File: src/rtl/datamover_tail_masker_pkg.sv
// Shared types and constants for the datamover tail-masking stream stage.
// The top-level datamover FSM uses the ctrl/flags structs to talk to the stage.
package datamover_tail_masker_pkg;

    localparam int unsigned TAIL_DW       = 256;
    localparam int unsigned TAIL_LENW     = 32;
    localparam int unsigned TAIL_BPB      = TAIL_DW / 8;
    localparam int unsigned TAIL_BPB_LOG2 = $clog2(TAIL_BPB);

    typedef enum logic [1:0] {
        TAIL_IDLE,
        TAIL_RUN,
        TAIL_FLUSH,
        TAIL_DONE
    } tail_state_t;

    typedef struct packed {
        logic                 start;
        logic [TAIL_LENW-1:0] len;
    } ctrl_tail_t;

    typedef struct packed {
        logic                 busy;
        logic                 done;
        logic [TAIL_LENW-1:0] beat_cnt;
    } flags_tail_t;

endpackage

File: src/rtl/datamover_tail_masker.sv
// Registered stream stage that forwards exactly ceil(len/BPB) beats, masks the
// strobe/data bytes past the byte length on the final beat and pulses done_o.
module datamover_tail_masker
    import datamover_tail_masker_pkg::*;
#(
    parameter int unsigned DW   = TAIL_DW,
    parameter int unsigned LENW = TAIL_LENW
) (
    input  logic              clk_i,
    input  logic              rst_ni,
    input  logic              clear_i,
    input  logic              enable_i,
    input  logic              start_i,
    input  logic [LENW-1:0]   len_i,
    output logic              busy_o,
    output logic              done_o,
    output logic [LENW-1:0]   beat_cnt_o,
    input  logic [DW-1:0]     data_in_data_i,
    input  logic [DW/8-1:0]   data_in_strb_i,
    input  logic              data_in_valid_i,
    output logic              data_in_ready_o,
    output logic [DW-1:0]     data_out_data_o,
    output logic [DW/8-1:0]   data_out_strb_o,
    output logic              data_out_valid_o,
    input  logic              data_out_ready_i
);

    localparam int unsigned BPB      = DW / 8;
    localparam int unsigned BPB_LOG2 = $clog2(BPB);

    tail_state_t         state_q, state_d;
    logic [LENW-1:0]     n_beats_q, n_beats_d;
    logic [BPB_LOG2:0]   last_bytes_q, last_bytes_d;
    logic [LENW-1:0]     beat_cnt_q, beat_cnt_d;
    logic                out_valid_q, out_valid_d;
    logic [DW-1:0]       out_data_q, out_data_d;
    logic [BPB-1:0]      out_strb_q, out_strb_d;

    logic                in_hs, out_hs, last_beat;
    logic [BPB-1:0]      tail_mask, strb_masked;
    logic [DW-1:0]       data_masked;

    // Combinational ready path: a beat can enter whenever the output slot frees up this cycle.
    assign data_in_ready_o = enable_i & (state_q == TAIL_RUN) & (~out_valid_q | data_out_ready_i);
    assign in_hs           = data_in_ready_o & data_in_valid_i;
    assign out_hs          = enable_i & out_valid_q & data_out_ready_i;
    assign last_beat       = (beat_cnt_q == n_beats_q - LENW'(1));

    always_comb begin
        tail_mask = '1;
        if (last_beat) begin
            for (int b = 0; b < BPB; b++) begin
                tail_mask[b] = ((BPB_LOG2 + 1)'(b) < last_bytes_q);
            end
        end
        strb_masked = data_in_strb_i & tail_mask;
        for (int b = 0; b < BPB; b++) begin
            data_masked[8*b +: 8] = strb_masked[b] ? data_in_data_i[8*b +: 8] : 8'h00;
        end
    end

    // NOTE: every next-state signal takes its held value first, so no path through
    // this block leaves one unassigned and no latch is inferred.
    always_comb begin
        state_d      = state_q;
        n_beats_d    = n_beats_q;
        last_bytes_d = last_bytes_q;
        beat_cnt_d   = beat_cnt_q;
        out_valid_d  = out_valid_q;
        out_data_d   = out_data_q;
        out_strb_d   = out_strb_q;

        if (enable_i) begin
            unique case (state_q)
                TAIL_IDLE: begin
                    if (start_i) begin
                        beat_cnt_d   = '0;
                        n_beats_d    = LENW'(len_i >> BPB_LOG2) + LENW'(|len_i[BPB_LOG2-1:0]);
                        last_bytes_d = (len_i[BPB_LOG2-1:0] == '0) ? (BPB_LOG2 + 1)'(BPB)
                                                                   : {1'b0, len_i[BPB_LOG2-1:0]};
                        state_d      = (len_i == '0) ? TAIL_DONE : TAIL_RUN;
                    end
                end
                TAIL_RUN:   if (in_hs && last_beat) state_d = TAIL_FLUSH;
                TAIL_FLUSH: if (out_hs)             state_d = TAIL_DONE;
                TAIL_DONE:                          state_d = TAIL_IDLE;
                default:                            state_d = TAIL_IDLE;
            endcase

            if (in_hs) begin
                out_valid_d = 1'b1;
                out_data_d  = data_masked;
                out_strb_d  = strb_masked;
                beat_cnt_d  = beat_cnt_q + LENW'(1);
            end else if (out_hs) begin
                out_valid_d = 1'b0;
            end
        end
    end

    // NOTE: state registers use non-blocking assignments so all of them update
    // together from values sampled at the same clock edge.
    always_ff @(posedge clk_i or negedge rst_ni) begin
        if (!rst_ni) begin
            state_q      <= TAIL_IDLE;
            n_beats_q    <= '0;
            last_bytes_q <= '0;
            beat_cnt_q   <= '0;
            out_valid_q  <= 1'b0;
            out_data_q   <= '0;
            out_strb_q   <= '0;
        end else if (clear_i) begin
            state_q      <= TAIL_IDLE;
            n_beats_q    <= '0;
            last_bytes_q <= '0;
            beat_cnt_q   <= '0;
            out_valid_q  <= 1'b0;
            out_data_q   <= '0;
            out_strb_q   <= '0;
        end else begin
            state_q      <= state_d;
            n_beats_q    <= n_beats_d;
            last_bytes_q <= last_bytes_d;
            beat_cnt_q   <= beat_cnt_d;
            out_valid_q  <= out_valid_d;
            out_data_q   <= out_data_d;
            out_strb_q   <= out_strb_d;
        end
    end

    assign busy_o           = (state_q != TAIL_IDLE);
    assign done_o           = (state_q == TAIL_DONE);
    assign beat_cnt_o       = beat_cnt_q;
    assign data_out_valid_o = out_valid_q;
    assign data_out_data_o  = out_data_q;
    assign data_out_strb_o  = out_strb_q;

endmodule
File: config.mk
export PLATFORM = sky130hd
export DESIGN_NAME = datamover_tail_masker
export DESIGN_NICKNAME = d
export VERILOG_FILES = /design/src/rtl/datamover_tail_masker_pkg.sv /design/src/rtl/datamover_tail_masker.sv
export SDC_FILE = /design/constraint.sdc
export NUM_CORES = 1
export LEC_CHECK = 0
export BUFFER_PORTS_ARGS = -buffer_cell sky130_fd_sc_hd__buf_2
export CAP_MARGIN = 20
export CORE_AREA = 3 3 253 255
export CTS_CLUSTER_DIAMETER = 50
export CTS_CLUSTER_SIZE = 40
export DETAILED_ROUTE_END_ITERATION = 6
export DIE_AREA = 0 0 256 258
export GPL_ROUTABILITY_DRIVEN = 0
export PLACE_DENSITY = 0.59
export SLEW_MARGIN = 5
export SYNTH_ARGS = -nofsm -noshare
export SYNTH_HDL_FRONTEND = slang
export SYNTH_SLANG_ARGS = --single-unit
File: constraint.sdc
create_clock -name clk_i -period 6.1 [get_ports clk_i]
set_input_delay 1.22 -clock clk_i [delete_from_list [all_inputs] [get_ports clk_i]]
set_output_delay 1.22 -clock clk_i [all_outputs]
set_load 0.02 [all_outputs]
==> impl_metrics.ini <==
[final_layout]
drive_gt1_share_pct = 34.2
mostFrequentLayoutCell = buf_2
postLayoutCoreUtil_pct = 37.6
multi_input_area_um2 = 7820
fillCellCount = 6194
nets = 2662
final_cell_mix = 649 x buf_2, 357 x dfrtp_1, 228 x nand2_1, 220 x nand3_1, 124 x a22o_1
seq_area_um2 = 8930
syn2layout_area_growth_pct = 33.5
stdcell_count = 3215

[critical_path]
cpMaxStageDelayCell = or3_4
end_kind = register
critPathMaxStageDelay_ns = 0.76
crit_top_cell = a211o_1
worstSetupPathType = reg2reg
cp.required_ns = 6.56
cp_max_fo = 83
path_cells = or4_4, nor4_2, a21boi_0, a211o_1, a211o_1, or3_4, nor4_4, o21ai_1
worst_ep_arrival_time_ns = 4.76
critical_path.startpoint_type = register

[synth]
ys_warn_count = 0
synth_enable_flop_cells = 0
synth_fp_nets = 2081
synth_top_cell_area_share_pct = 51.3
synth_seq_area_share_pct = 51.3
synth_compound_area_share_pct = 20.4
synth_fa_ha_area_share_pct = 0.574
ys_ff_latch = 357
netlist_instances = 1746
async_flop_share_pct = 100
muxShareOfSynthArea_pct = 0.0646
synth_xor_area_share_pct = 3.67
synth_ff_type = dfrtp_1
yosys.area_share.simple_pct = 19.9
synth_top_family_by_area = compound AO/OA/AOI/OAI gates
ys_top_cells_by_area = dfrtp_1 51%, nand3_1 6.3%, a22o_1 6.2%
avgSynthCellArea_um2 = 9.98
yosys.area.top_type = dfrtp_1
synth.distinct_cells = 70
synthesis.area_um2 = 17400

[placed_design]
dp.cells = 3108
io_buffer_count = 650
hpwlAfterDp_um = 55800

[sta]
finClkSkew_ns = 0.0368
fin_crit_ns = 4.30
setup-violations-final = 0
slew_headroom_pct = 25.3
fin_setup_tns_ns = 0
period_share_pct = 70.6
rsz0062_at_grt = no
worstMarginPinSlew_ns = 1.12
clock.fmax_ghz = 0.232
hold_viol = 0
drv_slew = 0

[job]
drv_cap = 0

[detailed_routing]
drt_pass1_iterations = 5
postRouteAntennaNets = 0
drt-total-wl_um = 74600
drt_first_iter_violations = 1575
routedWlPerCell_um = 23.2
via_count = 17000
vias_per_cell = 5.29
drc_errors = 0

[global_route]
grt_pass1_vias = 16900
overflow = 0
grt_pass1_wl_um = 110000
grt_max_degree = 142
grt_util_all_layers_pct = 21.6
antenna_found_initial = 15

[floorplan]
initial_core_util_pct = 28.2
rows = 91
die_y_um = 258
die_w_um = 256
die_area_um2 = 66000
pin_count = 651
core_region_area_um2 = 61800

[hold_path]
hold_path.class = reg2reg

[pwr]
leakage_nw = 11.7
power_density_nw_per_um2 = 275
peakVddDrop_mv = 0.170

[cts]
ctsResizeCount = 0
clock-root-buffer = clkbuf_16
cts_made_buffers = 52
cts_tree = done
clock_sinks = 357
clkTransAtPathRegs_ns = 0.07
clk_path_buf_depth = 3
hold_buffers = 0
post_cts_buffers = 0
insertion_delay_ns = 0.60
htree_levels = 2

[status]
outcome = completed
## state kept, by name, summed over array words and instances (netlist names)
signal,cells
state_q,2
data_out_valid_o,1
last_bytes_q,6
data_out_strb_o,32
data_out_data_o,256
n_beats_q,28
beat_cnt_o,32
## cells by family after synthesis
group / after synthesis
and+or+nand+nor: 686
DFF: 357
adders and majority gates: 8
AOI/OAI and AO/OA: 456
buffers and inverters: 165
xor gates and xnor gates: 73
muxes: 1
## per-stage QoR
| step | power [mW] | setup slack, ns | instance area [µm²] | hold WS [ns] |
|---|---|---|---|---|
| after floorplan | 2.87 | 2.66 | 17400 | 0.456 |
| final | 6.40 | 1.80 | 23300 | 0.471 |
| after CTS | 6.48 | 1.84 | 23200 | 0.476 |
| after global routing | 6.64 | 1.51 | 23300 | 0.492 |
| after global placement | 3.19 | 1.90 | 21300 | 0.458 |
| after detailed placement | 3.20 | 1.85 | 21300 | 0.461 |
## final cells by class
class | instances | area share, %
antenna | 7 | 0.0753
clock buffer | 69 | 6.43
clock inverter | 29 | 1.71
timing repair buffer | 668 | 14.9
sequential | 357 | 38.4
tap | 837 | 4.50
multi-input combinational | 1224 | 33.6
inverter | 24 | 0.387
## cell usage after synthesis, types with 4 or more instances
| cell type | instances |
|---|---|
| o21a_1 | 6 |
| o41ai_1 | 5 |
| nor4_1 | 17 |
| nor4_2 | 4 |
| nor4b_4 | 4 |
| a21oi_1 | 23 |
| a22o_1 | 124 |
| and4_1 | 5 |
| inv_1 | 24 |
| buf_2 | 8 |
| dfrtp_1 | 357 |
| a21o_1 | 26 |
| o2111ai_1 | 82 |
| nand2b_1 | 11 |
| o21ai_1 | 17 |
| or4_1 | 5 |
| o31ai_1 | 10 |
| nand4_1 | 32 |
| nor2_1 | 74 |
| and3_1 | 12 |
| xor2_1 | 36 |
| nor3_1 | 21 |
| and2_1 | 7 |
| a31oi_4 | 9 |
| o21ai_0 | 96 |
| buf_1 | 24 |
| xnor2_1 | 37 |
| a31oi_2 | 5 |
| clkbuf_1 | 97 |
| nand2_1 | 228 |
| nor2b_1 | 5 |
| or2_2 | 8 |
| nand3b_1 | 6 |
| ha_1 | 8 |
| a32o_1 | 17 |
| buf_6 | 11 |
| a31oi_1 | 7 |
| or3_1 | 9 |
| nand3_1 | 220 |
## critical path, delay by kind of cell (launching register included)
kind	cells	cell delay (ns)
AOI/OAI and AO/OA	4	1.10
and+or+nand+nor	4	2.55
DFF	1	0.50
## power breakdown
| part | internal (mW) | switching [mW] | leakage (nW) |
|---|---|---|---|
| Combinational | 0.222 | 0.447 | 5.87 |
| Sequential | 2.42 | 0.0715 | 4.94 |
| Clock | 2.01 | 1.23 | 0.932 |
| Total | 4.65 | 1.75 | 11.7 |
## path summary, 6_finish.rpt
kind,from,to,slack [ns],cells after the start
min in group asynchronous,rst_ni,data_out_data_o[227],0.64,1
worst min register to register,data_out_strb_o[4],data_out_strb_o[4],0.47,1
worst min-delay path,data_out_strb_o[4],data_out_strb_o[4],0.47,1
worst max register to register,n_beats_q[2],data_out_data_o[30],1.80,8
max in group asynchronous,rst_ni,data_out_data_o[80],4.19,2
worst max-delay path,n_beats_q[2],data_out_data_o[30],1.80,8
## per-layer routing
| metal | GRT usage, % | vias to the layer above | part of all wire (%) |
|---|---|---|---|
| met5 | 0 | - | 0.046 |
| met4 | 10.8 | 6 | 5.0 |
| met3 | 4.88 | 147 | 6.8 |
| met2 | 36.8 | 697 | 49 |
| met1 | 25.8 | 8486 | 39 |
| li1 | - | 7665 | - |
(Power assumes the default switching activity.)
